--- src/rtl/mpu_pkg.sv ---
// rtl/mpu_pkg.sv - shared MPU widths used by the execution stage and the user event FIFO
package mpu_pkg;

   // Width of one user event word emitted by the MPU core
   localparam int MPU_USER_W = 64;

   // Width of the saturating dropped-event counter
   localparam int MPU_OVF_CNT_W = 16;

endpackage : mpu_pkg

--- src/rtl/mpu_user_fifo_ram.sv ---
// rtl/mpu_user_fifo_ram.sv - DEPTH x MPU_USER_W storage, synchronous write, asynchronous read
module mpu_user_fifo_ram
   import mpu_pkg::*;
#(
   parameter int DEPTH = 16,
   parameter int AW    = 4
) (
   input  logic                  clk,
   input  logic                  we,
   input  logic [AW-1:0]         waddr,
   input  logic [MPU_USER_W-1:0] wdata,
   input  logic [AW-1:0]         raddr,
   output logic [MPU_USER_W-1:0] rdata
);

   // Contents are never reset; the pointer logic decides what is valid
   logic [MPU_USER_W-1:0] mem [DEPTH];

   // Write port: one word per clock when enabled
   always_ff @(posedge clk) begin
      if (we) begin
         mem[waddr] <= wdata;
      end
   end

   // Read port is combinational so the head shows without a clock of delay
   assign rdata = mem[raddr];

endmodule : mpu_user_fifo_ram

--- src/rtl/mpu_user_fifo.sv ---
// rtl/mpu_user_fifo.sv - FWFT buffer for MPU user events with interrupt and overflow accounting
module mpu_user_fifo
   import mpu_pkg::*;
#(
   parameter int DEPTH = 16
) (
   input  logic                     sys_clk,
   input  logic                     sys_rst,
   input  logic                     user_irq,
   input  logic [MPU_USER_W-1:0]    user_data,
   output logic                     out_valid,
   output logic [MPU_USER_W-1:0]    out_data,
   input  logic                     out_ready,
   output logic [$clog2(DEPTH):0]   level,
   input  logic                     irq_en,
   output logic                     irq,
   output logic                     ovf,
   output logic [MPU_OVF_CNT_W-1:0] ovf_count,
   input  logic                     clr_ovf
);

   localparam int AW = $clog2(DEPTH);
   localparam int LW = AW + 1;
   localparam logic [LW-1:0] FULL_LEVEL = LW'(DEPTH);
   localparam logic [MPU_OVF_CNT_W-1:0] CNT_MAX = '1;

   logic [AW-1:0]            wr_ptr;
   logic [AW-1:0]            rd_ptr;
   logic [LW-1:0]            level_q;
   logic [LW-1:0]            level_nxt;
   logic                     valid_q;
   logic                     ovf_q;
   logic [MPU_OVF_CNT_W-1:0] cnt_q;

   logic full;
   logic pop;
   logic push_acc;
   logic drop;
   logic ram_we;

   // A full FIFO still accepts a push when the head leaves in the same cycle
   assign full     = (level_q == FULL_LEVEL);
   assign pop      = valid_q & out_ready;
   assign push_acc = user_irq & (~full | pop);
   assign drop     = user_irq & full & ~pop;
   assign ram_we   = push_acc & ~sys_rst;

   // Next occupancy from accepted push and pop
   always_comb begin
      level_nxt = level_q;
      case ({push_acc, pop})
         2'b10:   level_nxt = level_q + LW'(1);
         2'b01:   level_nxt = level_q - LW'(1);
         default: level_nxt = level_q;
      endcase
   end

   // Pointers, occupancy and the registered head-valid flag
   always_ff @(posedge sys_clk) begin
      if (sys_rst) begin
         wr_ptr  <= '0;
         rd_ptr  <= '0;
         level_q <= '0;
         valid_q <= 1'b0;
      end else begin
         if (push_acc) begin
            wr_ptr <= wr_ptr + AW'(1);
         end
         if (pop) begin
            rd_ptr <= rd_ptr + AW'(1);
         end
         level_q <= level_nxt;
         valid_q <= (level_nxt != '0);
      end
   end

   // Sticky overflow and saturating drop counter; a drop beats a concurrent clear
   always_ff @(posedge sys_clk) begin
      if (sys_rst) begin
         ovf_q <= 1'b0;
         cnt_q <= '0;
      end else if (drop) begin
         ovf_q <= 1'b1;
         if (clr_ovf) begin
            cnt_q <= MPU_OVF_CNT_W'(1);
         end else if (cnt_q != CNT_MAX) begin
            cnt_q <= cnt_q + MPU_OVF_CNT_W'(1);
         end
      end else if (clr_ovf) begin
         ovf_q <= 1'b0;
         cnt_q <= '0;
      end
   end

   mpu_user_fifo_ram #(
      .DEPTH (DEPTH),
      .AW    (AW)
   ) u_ram (
      .clk   (sys_clk),
      .we    (ram_we),
      .waddr (wr_ptr),
      .wdata (user_data),
      .raddr (rd_ptr),
      .rdata (out_data)
   );

   assign out_valid = valid_q;
   assign level     = level_q;
   assign irq       = irq_en & valid_q;
   assign ovf       = ovf_q;
   assign ovf_count = cnt_q;

endmodule : mpu_user_fifo

--- config.mk ---
export PLATFORM = sky130hd
export DESIGN_NAME = mpu_user_fifo
export DESIGN_NICKNAME = d
export VERILOG_FILES = /design/src/rtl/mpu_pkg.sv /design/src/rtl/mpu_user_fifo_ram.sv /design/src/rtl/mpu_user_fifo.sv
export SDC_FILE = /design/constraint.sdc
export NUM_CORES = 1
export LEC_CHECK = 0
export ABC_AREA = 1
export BUFFER_PORTS_ARGS = -buffer_cell sky130_fd_sc_hd__buf_2
export CAP_MARGIN = 5
export CELL_PAD_IN_SITES_DETAIL_PLACEMENT = 1
export CELL_PAD_IN_SITES_GLOBAL_PLACEMENT = 1
export CORE_ASPECT_RATIO = 1.1
export CORE_MARGIN = 2
export CORE_UTILIZATION = 48
export DETAILED_ROUTE_END_ITERATION = 8
export HOLD_SLACK_MARGIN = 0.15
export PLACE_DENSITY_LB_ADDON = 0.25
export SLEW_MARGIN = 10
export SYNTH_ARGS = -nofsm -noshare
export SYNTH_HDL_FRONTEND = slang
export SYNTH_SLANG_ARGS = --single-unit
export TNS_END_PERCENT = 10
--- constraint.sdc ---
create_clock -name sys_clk -period 14.2 [get_ports sys_clk]
set_input_delay 0.71 -clock sys_clk [delete_from_list [all_inputs] [get_ports sys_clk]]
set_output_delay 0.71 -clock sys_clk [all_outputs]
set_load 0.03 [all_outputs]
==> results by group, run 1 <==
Timing
  • Fin Clk Skew: 0.02423 ns
  • FMAX: roughly 160 MHz
  • Max_slew headroom: a little over a fifth
  • Fin. max-slew vios: 0
  • RSZ-0062 raised after global routing: false
  • Setup TNS: 0 ns
  • Post-layout minimum cycle time: 6.280 ns
  • Hold Fails Final Rpt: 0
  • Worst-Margin Slew: around 1.2 ns
  • Final setup viols: 0
  • Final Cycle Share: 44.23%

Yosys
  • Synth Area per Inst: around 14 um2
  • Syn Std Cell Area: 0.04266 mm2
  • Mapped Cells: between 2000 and 3000
  • Cell with the most instances after synthesis: edfxtp_1
  • Post-Synth Adder-Cell Area: less than 1%
  • Commonest cells in the netlist: 1024 x edfxtp_1, 303 x inv_1, 275 x a21oi_1
  • Distinct cells, synth: 33
  • Syn nets: roughly 3100
  • Compound-Gate Fraction of Synth Area: a little under an eighth
  • Post-synthesis mux area share: 6.007%
  • Post-synthesis xor/xnor area fraction: less than 1%
  • Ys Warns: 0
  • Synth area leader: edfxtp_1
  • Post-synth top area share: roughly 72%
  • Simple-gate portion of the synthesized area: 3.552%
  • Seq/Total Area, Yosys: about three quarters
  • Post-synth EDFFs: 1024
  • Main synth FF type: edfxtp_1
  • Largest family of logic cells by synthesized area: compound AO/OA/AOI/OAI gates
  • Synthesis-stage register bit count: ~1100
  • Largest cells by area after synthesis: edfxtp_1 72%, mux2i_1 6.0%, o211ai_1 4.5%
  • Synth async-reset ratio: 0%

Die
  • Die outline width: 288.2 um
  • Site row count: 114
  • Die height: about 320 um
  • Die area: 0.09127 mm2
  • # IOs: ~160
  • Initial Utilization: 48.47%
  • Total core area: 0.08801 mm2

Route
  • DRT Pass-1 Iters: 5
  • Post-DR wirelength/cell: about 26 um
  • Routed Wire Length: around 110000 um
  • Via density: roughly 6
  • Remaining antenna violation count after routing: 0
  • DR vias: between 20000 and 30000
  • Iter 0 DRT Violations: 2166
  • Drt drc: 0

Placement
  • Detailed Place HPWL: between 50000 and 60000 um
  • GP Congestion: between 0.7 and 0.8
  • Port Buffers: between 150 and 200

Clock tree
  • TritonCTS clock tree: yes
  • TritonCTS Buffers: between 100 and 150
  • Cts hold-fix bufs: 0
  • CTS Sinks: approximately 1100
  • CTS root buf: clkbuf_16
  • Post-CTS Setup Inserts: 0
  • Worst-skew pair later-pin latency: 0.69 ns
  • Clk buf depth: 3
  • Htree depth: 3
  • # resized after CTS: 0
  • Clock transition at path regs: about 0.060 ns

Critical path
  • Critical Path End Type: primary output
  • Critical Path RT: about 13 ns
  • Worst EP arrival: between 5 and 6 ns
  • Crit path launch type: flop
  • CP max FO: 90
  • Setup CP Type: flop to primary output

GRT
  • Largest net degree at the start of global routing: 134
  • Gr ovfl total: 0
  • Vias in the first global route: about 27000
  • Initial antenna violation count: 13
  • First-pass GRT wire length: between 150000 and 200000 um
  • Total track usage: around 25%

Power and ir drop
  • Power Dens Cells: 145.4 mW/mm2
  • Overall Power: approximately 7 mW
  • Static leakage: roughly 16 nW
  • Worst vdd ir: 0.00008406 V

Final layout
  • NumNets Final: between 3000 and 4000
  • Filler Cells Inserted: between 8000 and 9000
  • Fin util: between 50% and 60%
  • Share of cells above drive strength 1: around 12%
  • Area Overhead vs Synth: 11.84%

Run status
  • Outcome: completed

Flow run
  • Max-cap violations: 0

Hold path
  • Worst min path class: input pin to flop
-- layout make-up --
type	count	area [um2]	area share, %
clock inverters	49	483.0	1.012
flip-flops and latches	1059	31470	65.96
diodes	2	5.005	0.01049
inverters	307	1166	2.444
well taps	1160	1451	3.042
clock buffers	138	2846	5.967
multi-input cells	1442	9158	19.20
repair buffers	203	1131	2.371
-- critical path: stages (launching register included) --
cell      delay (ns)
dfxtp_4         1.05
buf_4           0.85
buf_4           0.93
buf_4           0.93
o21ai_0         0.30
o211ai_1        0.15
nand3_1         0.13
nand2_1         0.18
buf_2           0.23
-- path summary, 6_finish.rpt --
path | from | end | slack (ns) | depth (start not counted)
setup / recovery | flop | out_data[43] | 7.92 | 8
hold / removal | clr_ovf | ovf_count[10]$_SDFFE_PP0P_ | 0.37 | 4
setup reg to reg | out_valid$_SDFF_PP0_ | u_ram.mem[14][34]$_DFFE_PP_ | 10.43 | 9
hold reg to reg | ovf$_SDFFE_PP0P_ | ovf$_SDFFE_PP0P_ | 0.48 | 2
-- metal layers --
metal  vias to the layer above  routed length, um  track usage (%)
met4                        12               2661            7.607
met2                       690              57160            42.86
met3                       178               5782            3.518
li1                      11410                  -                -
met5                         -                 74                0
met1                     13400              47240            32.16
-- logic make-up after synthesis --
family	after synthesis
muxes	256
AOI/OAI and AO/OA	841
and+or+nand+nor	336
buffers and inverters	495
adders and majority gates	7
DFF	1059
xor gates and xnor gates	2
-- flip-flops by register name, summed over array words and instances (netlist names), named ones only --
name       flops
wr_ptr         4
u_ram.mem   1024
rd_ptr         4
ovf            1
ovf_count     16
level          5
out_valid      1
-- cells in the final DEF, fill, tap and decap left out, drive strengths merged --
master | netlist | layout
nand4 | 7 | 7
bufinv | 0 | 6
clkbuf | 74 | 138
clkinvlp | 0 | 3
xor2 | 2 | 2
and3 | 2 | 2
inv | 307 | 310
o21bai | 3 | 3
mux2i | 256 | 256
or2 | 1 | 1
edfxtp | 1024 | 1024
clkinv | 0 | 37
o21ai | 304 | 304
diode | 0 | 2
nor2 | 50 | 50
buf | 114 | 203
o21a | 1 | 1
dfxtp | 35 | 35
nand2 | 145 | 145
o211ai | 256 | 256
nor3b | 1 | 1
nand3 | 116 | 116
nor3 | 14 | 14
a21oi | 277 | 277
ha | 7 | 7
-- power breakdown --
part | internal [mW] | switching, mW
clock network | 1.52 | 1.17
registers | 3.45 | 0.0314
logic | 0.229 | 0.524
total | 5.21 | 1.73
-- per-stage QoR --
stage          worst slack (ns)  area [um2]  cells  hold WS (ns)
2_1_floorplan             7.936       42660   2996        0.4554
3_3_place_gp              8.917       44370   4171        0.4584
3_5_place_dp              8.726       44370   4171        0.4518
4_1_cts                   7.955       47700   4358        0.3226
5_1_grt                   7.568       47700   4359        0.3791
6_report                  7.920       47710   4360        0.3668
No activity file was read; power rests on OpenSTA's default activity.
==> run 2: changes to the inputs <==
- ABC_AREA: 1 -> 0
- clock period: 14.2 -> 5.2 ns (I/O delays scaled with it)
==> results by group, run 2 <==
Yosys
  • Cell with the most instances after synthesis: edfxtp_1 (unchanged)
  • Seq/Total Area, Yosys: 78.16% (was 73.73%)
  • Mapped Cells: 1654 (was 2996)
  • Synth async-reset ratio: 0% (unchanged)
  • Synthesis-stage register bit count: 1059 (unchanged)
  • Post-synth EDFFs: 1024 (unchanged)
  • Post-Synth Adder-Cell Area: 0.2177% (was 0.2053%)
  • Main synth FF type: edfxtp_1 (unchanged)
  • Synth Area per Inst: 24.33 um2 (was 14.24 um2)
  • Post-synth top area share: 76.42% (was 72.09%)
  • Commonest cells in the netlist: 1024 x edfxtp_1, 320 x mux4_2, 42 x nor2_1 (was 1024 x edfxtp_1, 303 x inv_1, 275 x a21oi_1)
  • Post-synthesis xor/xnor area fraction: 0.2830% (was 0.04107%)
  • Syn Std Cell Area: 0.04024 mm2 (was 0.04266 mm2)
  • Largest family of logic cells by synthesized area: multiplexers (was compound AO/OA/AOI/OAI gates)
  • Distinct cells, synth: 55 (was 33)
  • Ys Warns: 0 (unchanged)
  • Largest cells by area after synthesis: edfxtp_1 76%, mux4_2 18%, dfxtp_1 1.7% (was edfxtp_1 72%, mux2i_1 6.0%, o211ai_1 4.5%)
  • Compound-Gate Fraction of Synth Area: 0.8987% (was 11.43%)
  • Simple-gate portion of the synthesized area: 1.552% (was 3.552%)
  • Synth area leader: edfxtp_1 (unchanged)
  • Syn nets: 1731 (was 3073)
  • Post-synthesis mux area share: 17.94% (was 6.007%)

Critical path
  • CP max stage delay: 0.93 ns (was 1.05 ns)
  • Critical Path Most Common Cell: mux4_2 (was buf_4)
  • Slowest library cell on the worst path: dfxtp_4 (unchanged)
  • Setup CP Type: flop to primary output (unchanged)
  • Worst EP arrival: 3.60 ns (was 5.57 ns)
  • Critical Path End Type: primary output (unchanged)
  • Crit path launch type: flop (unchanged)
  • CP max FO: 41 (was 90)
  • Crit path max-delay family: multiplexers (was buffers and inverters)
  • Crit-path cells: buf_4 > mux4_2 > mux4_2 > buf_2 (was buf_4 > buf_4 > buf_4 > o21ai_0 > o211ai_1 > nand3_1 > nand2_1 > buf_2)
  • Critical Path RT: 4.94 ns (was 13.49 ns)
  • Crit path buf inv count: 2 (was 4)

Flow run
  • Max-cap violations: 0 (unchanged)

Die
  • Initial Utilization: 48.37% (was 48.47%)
  • Die height: 307.7 um (was 316.7 um)
  • Die area: 0.08616 mm2 (was 0.09127 mm2)
  • Die outline width: 280.1 um (was 288.2 um)
  • # IOs: 158 (unchanged)
  • Site row count: 111 (was 114)
  • Total core area: 0.08319 mm2 (was 0.08801 mm2)

Power and ir drop
  • Combinational fraction of design power: 12.6% (was 10.9%)
  • NetSw: 4.662 mW (was 1.730 mW)
  • Worst vdd ir: 0.0002732 V (was 0.00008406 V)
  • Reg power frac: 47.5% (was 50.2%)
  • Overall Power: 20.19 mW (was 6.936 mW)
  • Static leakage: 14.57 nW (was 16.02 nW)
  • Internal Pwr Total: 15.53 mW (was 5.206 mW)
  • Clk pwr share: 39.8% (was 38.9%)
  • Power Dens Cells: 429.0 mW/mm2 (was 145.4 mW/mm2)
  • Sw Share: 23.09% (was 24.94%)

Clock tree
  • CTS root buf: clkbuf_16 (unchanged)
  • Clk buf depth: 3 (unchanged)
  • Post-CTS Setup Inserts: 0 (unchanged)
  • Worst-skew pair later-pin latency: 0.68 ns (was 0.69 ns)
  • TritonCTS Buffers: 106 (unchanged)
  • TritonCTS clock tree: yes (unchanged)
  • Htree depth: 3 (unchanged)
  • CTS Sinks: 1059 (unchanged)
  • Clock transition at path regs: 0.06 ns (about the same)

Run status
  • Outcome: completed (unchanged)

Placement
  • Area after DPL: 0.04268 mm2 (was 0.04437 mm2)
  • GP Congestion: 0.7769 (was 0.7753)
  • Port Buffers: 157 (unchanged)
  • Post-place setup slack: 1.815 ns (was 8.726 ns)
  • Detailed Place HPWL: 46850 um (was 56520 um)

Timing
  • Fin Clk Skew: 0.01934 ns (was 0.02423 ns)
  • Final Cycle Share: between 70% and 80%
  • Setup TNS: 0 ns (unchanged)
  • Final setup viols: 0 (unchanged)
  • Max_slew headroom: 25.38% (was 21.45%)
  • RSZ-0062 raised after global routing: false (unchanged)
  • FMAX: 259.3 MHz
  • Post-layout minimum cycle time: just under 4 ns
  • WHS: 0.4740 ns (was 0.3668 ns)
  • Hold Fails Final Rpt: 0 (unchanged)
  • Fin. max-slew vios: 0 (unchanged)
  • Final setup margin: 1.343 ns (was 7.920 ns)
  • Worst-Margin Slew: 1.119 ns (was 1.178 ns)

Route
  • Post-DR wirelength/cell: 29.29 um (was 25.90 um)
  • Remaining antenna violation count after routing: 0 (unchanged)
  • Via density: 5.943 (was 5.894)
  • Iter 0 DRT Violations: 1811 (was 2166)
  • DRT Pass-1 Iters: 5 (unchanged)
  • Routed Wire Length: 91350 um (was 112900 um)
  • DR vias: 18540 (was 25700)
  • Drt drc: 0 (unchanged)

GRT
  • First-pass GRT wire length: 134900 um (was 168000 um)
  • Total track usage: 21.60% (was 24.66%)
  • Gr ovfl total: 0 (unchanged)
  • Initial antenna violation count: 4 (was 13)
  • Largest net degree at the start of global routing: 176 (was 134)
  • Vias in the first global route: 20250 (was 27090)

Final layout
  • Most common cell after layout, fill and taps aside: edfxtp_1 (unchanged)
  • Top reg by flops: u_ram.mem (unchanged)
  • Filler Cells Inserted: 6913 (was 8477)
  • Area Overhead vs Synth: 16.96% (was 11.84%)
  • Share of cells above drive strength 1: 34.87% (was 12.29%)
  • NumNets Final: 2028 (was 3196)
  • Design area: 0.04706 mm2 (was 0.04771 mm2)
  • Multi-input logic area: 0.008524 mm2 (was 0.009158 mm2)
  • Most frequent cells in the layout: 1024 x edfxtp_1, 320 x mux4_2, 157 x buf_2, 108 x clkbuf_16, 69 x dlygate4sd3_1 (was 1024 x edfxtp_1, 301 x inv_1, 275 x a21oi_1, 269 x o21ai_0)
  • Area occupied by registers: 0.03147 mm2 (unchanged)
  • Largest register FFs: 1024 (unchanged)

Hold path
  • Worst min path class: flop to flop (was input pin to flop)
run 2: cell families (layout without fill, tap and decap cells):
kind of cell    Yosys count  in the layout
flops                  1059           1059
mux                     321            321
simple gates            118            118
buf+inv                  88            479
compound gates           48             48
xor+xnor                 13             13
fa+ha+maj                 7              7
other cells               0              1
run 2: repair_timing:
item                      4_1_cts  5_1_grt
resized for setup               0        0
hold buffers                   69        0
hold endpoints to repair     1048        0
run 2: worst min-delay path, cell delays in order, from the launching register on:
cell	delay, ns
dfxtp_1	0.31
nand2b_1	0.06
a21oi_1	0.06
run 2: layer usage:
layer / global-route usage [%] / part of all wire [%] / vias to the layer above
li1: - / - / 7756
met1: 29.74 / 41 / 10030
met2: 35.81 / 51 / 602
met3: 3.399 / 5.7 / 139
met4: 6.877 / 2.4 / 6
met5: 0 / 0.045 / -
run 2: cell type report:
class | instances | area share, %
antenna | 1 | 0.005317
clock buffer | 132 | 5.977
clock inverter | 70 | 1.864
inverter | 9 | 0.07178
multi-input combinational | 507 | 18.11
sequential | 1059 | 66.86
tap | 1073 | 2.853
timing repair buffer | 268 | 4.259
run 2: stage by stage:
step / std cells / util, %
3_5_place_dp: 2847 / 51.30
4_1_cts: 3118 / 56.57
3_3_place_gp: 2847 / 51.30
5_1_grt: 3118 / 56.57
6_report: 3119 / 56.57
2_1_floorplan: 1654 / -
run 2: path summary, 6_finish.rpt:
kind / from / end / slack (ns) / depth (start not counted)
hold reg to reg: ovf$_SDFFE_PP0P_ / ovf$_SDFFE_PP0P_ / 0.47 / 2
hold / removal: ovf$_SDFFE_PP0P_ / ovf$_SDFFE_PP0P_ / 0.47 / 2
setup / recovery: flop / out_data[61] / 1.34 / 4
setup reg to reg: level[2]$_SDFF_PP0_ / u_ram.mem[0][41]$_DFFE_PP_ / 1.80 / 5
run 2: power by group through the flow:
stage	registers (mW)	logic (mW)	clock network, mW
4_1_cts	9.60	2.60	8.19
6_report	9.60	2.55	8.04
5_1_grt	9.62	2.72	8.48
3_5_place_dp	9.78	2.55	0
3_3_place_gp	9.77	2.51	0
2_1_floorplan	9.72	1.90	0
==> run 3: changes to the inputs <==
- clock period: 5.2 -> 3.6 ns (I/O delays scaled with it)
==> results by group, run 3 (synthesized netlist as in run 2, its figures left out) <==
Run status
  • Outcome: completed (unchanged)

Critical path
  • Worst EP arrival: 3.00 ns (was 3.60 ns)
  • Setup CP Type: flop to primary output (unchanged)
  • Critical Path End Type: primary output (unchanged)
  • Crit-path cells: buf_12 > mux4_2 > mux4_2 > buf_2 (was buf_4 > mux4_2 > mux4_2 > buf_2)
  • CP max stage delay: 0.59 ns (was 0.93 ns)
  • Slowest library cell on the worst path: mux4_2 (was dfxtp_4)
  • Crit path launch type: flop (unchanged)
  • CP max FO: 65 (was 41)
  • Critical Path RT: 3.42 ns (was 4.94 ns)
  • Crit path max-delay family: multiplexers (unchanged)
  • Crit path buf inv count: 2 (unchanged)
  • Critical Path Most Common Cell: mux4_2 (unchanged)

Final layout
  • Top reg by flops: u_ram.mem (unchanged)
  • Design area: 0.04701 mm2 (was 0.04706 mm2)
  • Most common cell after layout, fill and taps aside: edfxtp_1 (unchanged)
  • Ant. Diodes: 0 (was 1)
  • Share of cells above drive strength 1: 35.03% (was 34.87%)
  • Most frequent cells in the layout: 1024 x edfxtp_1, 320 x mux4_2, 157 x buf_2, 109 x clkbuf_16, 69 x dlygate4sd3_1 (was 1024 x edfxtp_1, 320 x mux4_2, 157 x buf_2, 108 x clkbuf_16, 69 x dlygate4sd3_1)
  • Area Overhead vs Synth: 16.83% (was 16.96%)
  • Largest register FFs: 1024 (unchanged)
  • NumNets Final: 2033 (was 2028)

GRT
  • Initial antenna violation count: 5 (was 4)
  • First-pass GRT wire length: 134200 um (was 134900 um)
  • Total track usage: 21.29% (was 21.60%)
  • Largest net degree at the start of global routing: 66 (was 176)
  • Gr ovfl total: 0 (unchanged)
  • Vias in the first global route: 20560 (was 20250)

Timing
  • RSZ-0062 raised after global routing: false (unchanged)
  • Final setup viols: 0 (unchanged)
  • Worst-Margin Slew: 0.7152 ns (was 1.119 ns)
  • FMAX: about 310 MHz
  • Max_slew headroom: 52.32% (was 25.38%)
  • Final setup margin: 0.4248 ns (was 1.343 ns)
  • Hold Fails Final Rpt: 0 (unchanged)
  • Fin. max-slew vios: 0 (unchanged)
  • Final Cycle Share: between 80% and 90%
  • Fin Clk Skew: 0.01776 ns (was 0.01934 ns)
  • Post-layout minimum cycle time: around 3.2 ns
  • Setup TNS: 0 ns (unchanged)

Clock tree
  • CTS Sinks: 1059 (unchanged)
  • Clock transition at path regs: 0.07 ns (was 0.06 ns)
  • CTS root buf: clkbuf_16 (unchanged)
  • Worst-skew pair later-pin latency: 0.66 ns (was 0.68 ns)
  • Htree depth: 3 (unchanged)
  • TritonCTS clock tree: yes (unchanged)
  • Clk buf depth: 3 (unchanged)
  • # resized after CTS: 0 (unchanged)
  • TritonCTS Buffers: 104 (was 106)

Placement
  • Post-place setup slack: 0.7326 ns (was 1.815 ns)
  • Area after DPL: 0.04287 mm2 (was 0.04268 mm2)
  • Port Buffers: 157 (unchanged)
  • GP Congestion: 0.7616 (was 0.7769)
  • Detailed Place HPWL: 47340 um (was 46850 um)

Power and ir drop
  • Power Dens Cells: 606.6 mW/mm2 (was 429.0 mW/mm2)
  • Static leakage: 14.51 nW (was 14.57 nW)
  • Overall Power: 28.52 mW (was 20.19 mW)
  • Worst vdd ir: 0.0003515 V (was 0.0002732 V)

Die
  • Die area: 0.08616 mm2 (unchanged)
  • Die outline width: 280.1 um (unchanged)
  • Total core area: 0.08319 mm2 (unchanged)
  • Die height: 307.7 um (unchanged)
  • Initial Utilization: 48.37% (unchanged)
  • # IOs: 158 (unchanged)
  • Site row count: 111 (unchanged)

Route
  • Drt drc: 0 (unchanged)
  • Remaining antenna violation count after routing: 0 (unchanged)
  • Via density: 5.915 (was 5.943)
  • DRT Pass-1 Iters: 5 (unchanged)
  • Iter 0 DRT Violations: 1502 (was 1811)
  • DR vias: 18420 (was 18540)
  • Post-DR wirelength/cell: 28.69 um (was 29.29 um)
  • Routed Wire Length: 89340 um (was 91350 um)

Hold path
  • Worst min path class: input pin to flop (was flop to flop)

Flow run
  • Max-cap violations: 0 (unchanged)
-- run 3: changes by cell type in the layout (fill, tap and decap cells not counted), moves of 2 or more --
| cell | change |
|---|---|
| buf_12 | +11 |
| bufinv_16 | -7 |
| clkbuf_1 | -6 |
| clkinvlp_4 | +6 |
| buf_4 | -4 |
| clkbuf_8 | -2 |
| clkinv_2 | +2 |
| clkinv_4 | -2 |
| inv_6 | -2 |
-- run 3: layout make-up --
type,count,area [um2]
clock buffers,125,2788
clock inverters,66,661.9
fillers,6882,36180
inverters,9,33.78
multi-input cells,507,8524
flip-flops and latches,1059,31470
well taps,1073,1343
repair buffers,275,2195
-- run 3: metrics by stage --
step           hold slack, ns  cells  util [%]
6_report               0.4538   3114     56.51
5_1_grt                0.4578   3114     56.51
4_1_cts                0.4142   3114     56.51
3_5_place_dp           0.4802   2854     51.53
3_3_place_gp           0.4572   2854     51.53
2_1_floorplan          0.2789   1654         -
-- run 3: what timing repair did --
| action | 4_1_cts | 5_1_grt |
|---|---|---|
| setup buffers | 0 | 0 |
| hold buffers | 69 | 0 |
| endpoints found under the hold margin | 1058 | 0 |
-- run 3: worst paths after layout --
kind	endpoint	slack (ns)	depth (start not counted)	from
setup reg to reg	u_ram.mem[12][26]$_DFFE_PP_	0.72	5	out_valid$_SDFF_PP0_
hold reg to reg	ovf$_SDFFE_PP0P_	0.49	2	ovf$_SDFFE_PP0P_
hold / removal	u_ram.mem[2][9]$_DFFE_PP_	0.45	2	user_data[9]
setup / recovery	out_data[15]	0.42	4	flop
-- run 3: layer usage --
| metal | GRT usage, % | share of wire [%] |
|---|---|---|
| met4 | 5.969 | 2.1 |
| met3 | 3.240 | 5.0 |
| met1 | 29.18 | 41 |
| met5 | 0 | 0.043 |
| met2 | 35.86 | 52 |
-- run 3: power by group --
part | switching (mW) | leakage, nW | internal [mW]
Sequential | 0.134 | 9.51 | 13.7
Clock | 4.50 | 1.68 | 6.43
Combinational | 1.99 | 3.32 | 1.79
